--- config.mk ---
export PLATFORM = sky130hd
export DESIGN_NAME = memory_read_collector_3ins
export DESIGN_NICKNAME = d
export VERILOG_FILES = /design/src/rtl/memory_read_collector_3ins.sv
export SDC_FILE = /design/constraint.sdc
export NUM_CORES = 1
export LEC_CHECK = 0
export ABC_AREA = 0
export CELL_PAD_IN_SITES_DETAIL_PLACEMENT = 0
export CELL_PAD_IN_SITES_GLOBAL_PLACEMENT = 1
export CORE_ASPECT_RATIO = 1.2
export CORE_UTILIZATION = 41
export CTS_CLUSTER_DIAMETER = 100
export DETAILED_ROUTE_END_ITERATION = 6
export HOLD_SLACK_MARGIN = 0.06
export MAX_ROUTING_LAYER = met4
export PLACE_DENSITY = 0.9
export SLEW_MARGIN = 10
export SYNTH_ARGS = -nofsm -noshare
export SYNTH_HDL_FRONTEND = slang
export SYNTH_SLANG_ARGS = --single-unit
--- constraint.sdc ---
create_clock -name clk -period 5.7 [get_ports clk]
set_input_delay 1.14 -clock clk [delete_from_list [all_inputs] [get_ports clk]]
set_output_delay 1.14 -clock clk [all_outputs]
set_load 0.01 [all_outputs]
--- src/rtl/memory_read_collector_3ins.sv ---
// Read collector for three memory banks: strobes the selected bank, captures its data RD_LAT
// cycles later into a credit-protected FIFO, and returns results in order. Macro: BANK_ERR_EN.
module memory_read_collector_3ins #(
    parameter int DATA_W = 16,
    parameter int RD_LAT = 1
) (
    input  logic              clk,
    input  logic              rst_n,
    input  logic              req_valid,
    output logic              req_ready,
    input  logic [1:0]        req_sel,
    output logic              bank_rd_en_0,
    output logic              bank_rd_en_1,
    output logic              bank_rd_en_2,
    input  logic [DATA_W-1:0] bank_data_0,
    input  logic [DATA_W-1:0] bank_data_1,
    input  logic [DATA_W-1:0] bank_data_2,
    output logic              rd_valid,
    input  logic              rd_ready,
    output logic [DATA_W-1:0] rd_data,
    output logic              rd_err
);

    localparam int DEPTH = RD_LAT + 2;
    localparam int CW    = $clog2(DEPTH + 1);
    localparam int PW    = $clog2(DEPTH);
    localparam logic [CW-1:0] DEPTH_C = CW'(DEPTH);
    localparam logic [PW-1:0] LAST_P  = PW'(DEPTH - 1);
`ifdef BANK_ERR_EN
    localparam int EW = DATA_W + 1;
`else
    localparam int EW = DATA_W;
`endif

    logic [CW-1:0]           cnt_q, cnt_d;
    logic [CW-1:0]           fill_q, fill_d;
    logic                    req_ready_q, req_ready_d;
    logic [RD_LAT-1:0]       tag_vld_q, tag_vld_d;
    logic [RD_LAT-1:0][1:0]  tag_sel_q, tag_sel_d;
    logic [PW-1:0]           wr_ptr_q, wr_ptr_d;
    logic [PW-1:0]           rd_ptr_q, rd_ptr_d;
    logic [EW-1:0]           mem_q [0:DEPTH-1];

    logic              accept;
    logic              pop;
    logic              wr_en;
    logic [1:0]        wr_sel;
    logic [DATA_W-1:0] wr_data;
    logic [EW-1:0]     wr_entry;
    logic [EW-1:0]     head;

    assign accept    = req_valid && req_ready_q;
    assign req_ready = req_ready_q;
    assign rd_valid  = (fill_q != '0);
    assign pop       = rd_valid && rd_ready;

    assign bank_rd_en_0 = accept && (req_sel == 2'd0);
    assign bank_rd_en_1 = accept && (req_sel == 2'd1);
    assign bank_rd_en_2 = accept && (req_sel == 2'd2);

    // The oldest tag stage lines up with the cycle the bank drives its data.
    assign wr_en  = tag_vld_q[RD_LAT-1];
    assign wr_sel = tag_sel_q[RD_LAT-1];

    always_comb begin
        wr_data = '0;
        case (wr_sel)
            2'd0:    wr_data = bank_data_0;
            2'd1:    wr_data = bank_data_1;
            2'd2:    wr_data = bank_data_2;
            default: wr_data = '0;
        endcase
    end

`ifdef BANK_ERR_EN
    assign wr_entry = {(wr_sel == 2'd3), wr_data};
`else
    assign wr_entry = wr_data;
`endif

    always_comb begin
        tag_vld_d    = '0;
        tag_sel_d    = '0;
        tag_vld_d[0] = accept;
        tag_sel_d[0] = req_sel;
        for (int k = 1; k < RD_LAT; k++) begin
            tag_vld_d[k] = tag_vld_q[k-1];
            tag_sel_d[k] = tag_sel_q[k-1];
        end
    end

    always_comb begin
        cnt_d = cnt_q;
        case ({accept, pop})
            2'b10:   cnt_d = cnt_q + 1'b1;
            2'b01:   cnt_d = cnt_q - 1'b1;
            default: cnt_d = cnt_q;
        endcase
        fill_d = fill_q;
        case ({wr_en, pop})
            2'b10:   fill_d = fill_q + 1'b1;
            2'b01:   fill_d = fill_q - 1'b1;
            default: fill_d = fill_q;
        endcase
        wr_ptr_d = wr_ptr_q;
        if (wr_en) begin
            wr_ptr_d = (wr_ptr_q == LAST_P) ? '0 : wr_ptr_q + 1'b1;
        end
        rd_ptr_d = rd_ptr_q;
        if (pop) begin
            rd_ptr_d = (rd_ptr_q == LAST_P) ? '0 : rd_ptr_q + 1'b1;
        end
        // Credits cover every read in flight, so a full count means the FIFO can absorb them all.
        req_ready_d = (cnt_d < DEPTH_C);
    end

    always_ff @(posedge clk or negedge rst_n) begin
        if (!rst_n) begin
            cnt_q       <= '0;
            fill_q      <= '0;
            req_ready_q <= 1'b0;
            tag_vld_q   <= '0;
            tag_sel_q   <= '0;
            wr_ptr_q    <= '0;
            rd_ptr_q    <= '0;
        end else begin
            cnt_q       <= cnt_d;
            fill_q      <= fill_d;
            req_ready_q <= req_ready_d;
            tag_vld_q   <= tag_vld_d;
            tag_sel_q   <= tag_sel_d;
            wr_ptr_q    <= wr_ptr_d;
            rd_ptr_q    <= rd_ptr_d;
        end
    end

    always_ff @(posedge clk) begin
        if (wr_en) begin
            mem_q[wr_ptr_q] <= wr_entry;
        end
    end

    // Storage is not reset, so outputs are forced to zero whenever the FIFO is empty.
    assign head    = mem_q[rd_ptr_q];
    assign rd_data = rd_valid ? head[DATA_W-1:0] : '0;
`ifdef BANK_ERR_EN
    assign rd_err  = rd_valid && head[DATA_W];
`else
    assign rd_err  = 1'b0;
`endif

endmodule

==> qor.csv <==
stage,metric,value,unit
flow_run,drv_cap,0,
clock_tree,clkTransAtPathRegs,60,ps
clock_tree,cts_resized,0,
final_layout,syn_to_final_growth,36.1,%
timing,skew,4.33,ps
critical_path,cp_data_arrival_time,2480,ps
floorplan,num_io_pins,76,
drt,viasPerCell,4.91,
clock_tree,cts_tree,built,
clock_tree,cts-root-buf,clkbuf_8,
timing,worst_pin_slew,1000,ps
clock_tree,post_cts_buffers,0,
logic_synthesis,synth.distinct_cells,28,
clock_tree,cts_max_path_buffers,2,
final_layout,n_antenna_cell,0,
drt,vias,1821,
place,gp_congestion,0.727,
drt,drt_pass1_iterations,4,
power_and_ir_drop,power_density,443,nW/µm²
floorplan,coreArea,6490,µm²
logic_synthesis,synth_top_area_frac,0.517,
global_routing,grt_start_max_net_pins,20,
timing,final_max_slew_viol_count,0,
timing,period_share,0.635,
logic_synthesis,synth_top_area_cell,edfxtp_1,
timing,rsz0062_at_grt,no,
power_and_ir_drop,power_leakage,1.44,nW
floorplan,start_util,0.430,
floorplan,die-area,7130,µm²
drt,drc,0,
global_routing,grt_usage,0.174,
logic_synthesis,synth.area.top_cells,"edfxtp_1 (52%), mux2i_1 (11%), dfrtp_1 (11%), mux2_4 (3.8%), mux2_2 (3.6%)",
critical_path,required,4560,ps
outcome,outcome,finished clean,
global_routing,grt_pass1_wl,8940,µm
place,hpwlAfterDp,3790,µm
critical_path,end_kind,output port,
clock_tree,hold_buffers,0,
final_layout,drive_gt1_frac,0.136,
logic_synthesis,synthCells,203,
power_and_ir_drop,ir_drop,205,µV
drt,wirelength,5560,µm
drt,wl_per_cell,15.0,µm
critical_path,crit_type,in2out,
global_routing,grt_antenna_before_repair,0,
final_layout,final_util,0.585,
timing,setup_viol,0,
final_layout,final_nets,337,
logic_synthesis,synth_nets,259,
critical_path,critPathLaunchType,primary input,
place,io_buffers,74,
logic_synthesis,ys_warn_count,0,
floorplan,die_h,92.3,µm
hold_path,min_path_type,reg2reg,
critical_path,path_max_fanout,5,
clock_tree,cts_inserted_buffers,9,
logic_synthesis,synth_area,2790,µm²
timing,hold_violations,0,
clock_tree,clkLatencyLatePin,330,ps
timing,fin_setup_tns,0,ps
timing,fmax,0.276,GHz
clock_tree,clkSinkCount,60,
timing,slew_headroom,0.331,
floorplan,fp-row-count,32,
logic_synthesis,ys_seq_elements,60,
drt,drt-initial-drc-count,65,
logic_synthesis,synth.yosys.seq_area_share,0.625,
logic_synthesis,syn_area_per_cell,13.7,µm²
global_routing,grt_pass1_vias,1884,
global_routing,overflow,0,
drt,ant_nets,0,
floorplan,die_w,77.3,µm
timing,hold_slack,525,ps
clock_tree,cts_max_level,3,
timing,period_needed,3620,ps
-- path summary, 6_finish.rpt --
check                                  startpoint  cells past startpoint                     end  slack [ps]
max                                     req_valid                      4            bank_rd_en_1        2080
min                            cnt_q[1]$_DFF_PN0_                      1      cnt_q[1]$_DFF_PN0_         520
max reg2reg                tag_sel_q[0]$_DFF_PN0_                      4  mem_q[0][15]$_DFFE_PP_        3700
min reg2reg                    cnt_q[1]$_DFF_PN0_                      1      cnt_q[1]$_DFF_PN0_         520
max in group asynchronous                   rst_n                      1      cnt_q[1]$_DFF_PN0_        4150
min in group asynchronous                   rst_n                      1   fill_q[1]$_DFFE_PN0P_        1170
-- synthesized netlist by cell type, drive strengths merged --
library cell,n
dfrtp,12
nor3,4
nand2b,1
nor2,20
clkbuf,2
nor2b,1
nand2,19
inv,4
xnor2,5
mux2,16
buf,9
mux2i,32
ha,2
xor2,2
edfxtp,48
conb,1
a31oi,1
o21ai,18
nor3b,3
a21o,3
-- power by group --
group	switching [mW]	leakage [nW]	internal, mW
registers	0.0971	0.589	0.585
clock network	0.158	0.107	0.242
logic	0.246	0.744	0.350
-- state kept, by name, indices dropped and copies added (netlist names) --
signal     count
mem_q         48
rd_ptr_q       2
req_ready      1
fill_q         2
tag_sel_q      2
tag_vld_q      1
wr_ptr_q       2
cnt_q          2
-- final cells by class --
type | count | area [µm²]
fillers | 555 | 2690
flip-flops and latches | 60 | 1740
multi-input cells | 128 | 953
repair buffers | 78 | 771
clock buffers | 10 | 128
well taps | 85 | 106
clock inverters | 6 | 78.8
inverters | 4 | 15.0
-- critical path, stage by stage --
cell and delay (ps):
clkdlybuf4s50_1 450, nand2_1 110, nor3b_1 210, clkdlybuf4s50_1 570
-- kinds of logic (layout without fill, tap and decap cells) --
group / after synthesis / count (layout) / share of synthesized area
other cells: 1 / 1 / 0.00135
compound gates: 22 / 22 / 0.0431
buf+inv: 15 / 98 / 0.0377
mux: 48 / 48 / 0.189
xor+xnor: 7 / 7 / 0.0220
flops: 60 / 60 / 0.625
fa+ha+maj: 2 / 2 / 0.00898
simple gates: 48 / 48 / 0.0732
-- metrics by stage --
step | power, mW | cell area, µm² | instances | worst slack (ps)
2_1_floorplan | 1.04 | 2790 | 203 | 2980
4_1_cts | 1.70 | 3790 | 371 | 2060
3_5_place_dp | 1.29 | 3590 | 355 | 2060
5_1_grt | 1.78 | 3790 | 371 | 1960
3_3_place_gp | 1.27 | 3590 | 355 | 2090
6_report | 1.68 | 3790 | 371 | 2080
-- cells in the final DEF (no fill, tap or decap), types with 2 or more instances in the layout --
| cell | count |
|---|---|
| a21o_1 | 2 |
| buf_4 | 4 |
| bufinv_16 | 2 |
| clkbuf_8 | 9 |
| clkdlybuf4s50_1 | 74 |
| clkinv_2 | 3 |
| dfrtp_1 | 12 |
| edfxtp_1 | 48 |
| ha_1 | 2 |
| inv_1 | 4 |
| mux2_2 | 9 |
| mux2_4 | 7 |
| mux2i_1 | 32 |
| nand2_1 | 19 |
| nor2_1 | 18 |
| nor2_2 | 2 |
| nor3_1 | 3 |
| nor3b_1 | 2 |
| o21ai_0 | 17 |
| xnor2_1 | 5 |
| xor2_1 | 2 |
-- layer usage --
| layer | part of all wire | wire (µm) | global-route usage |
|---|---|---|---|
| met5 | 0 | 0 | - |
| met4 | 0.0086 | 48 | 0.0566 |
| met1 | 0.40 | 2220 | 0.183 |
| met3 | 0.036 | 202 | 0.0522 |
| met2 | 0.56 | 3090 | 0.311 |
Power figures use the tool's default switching activity.
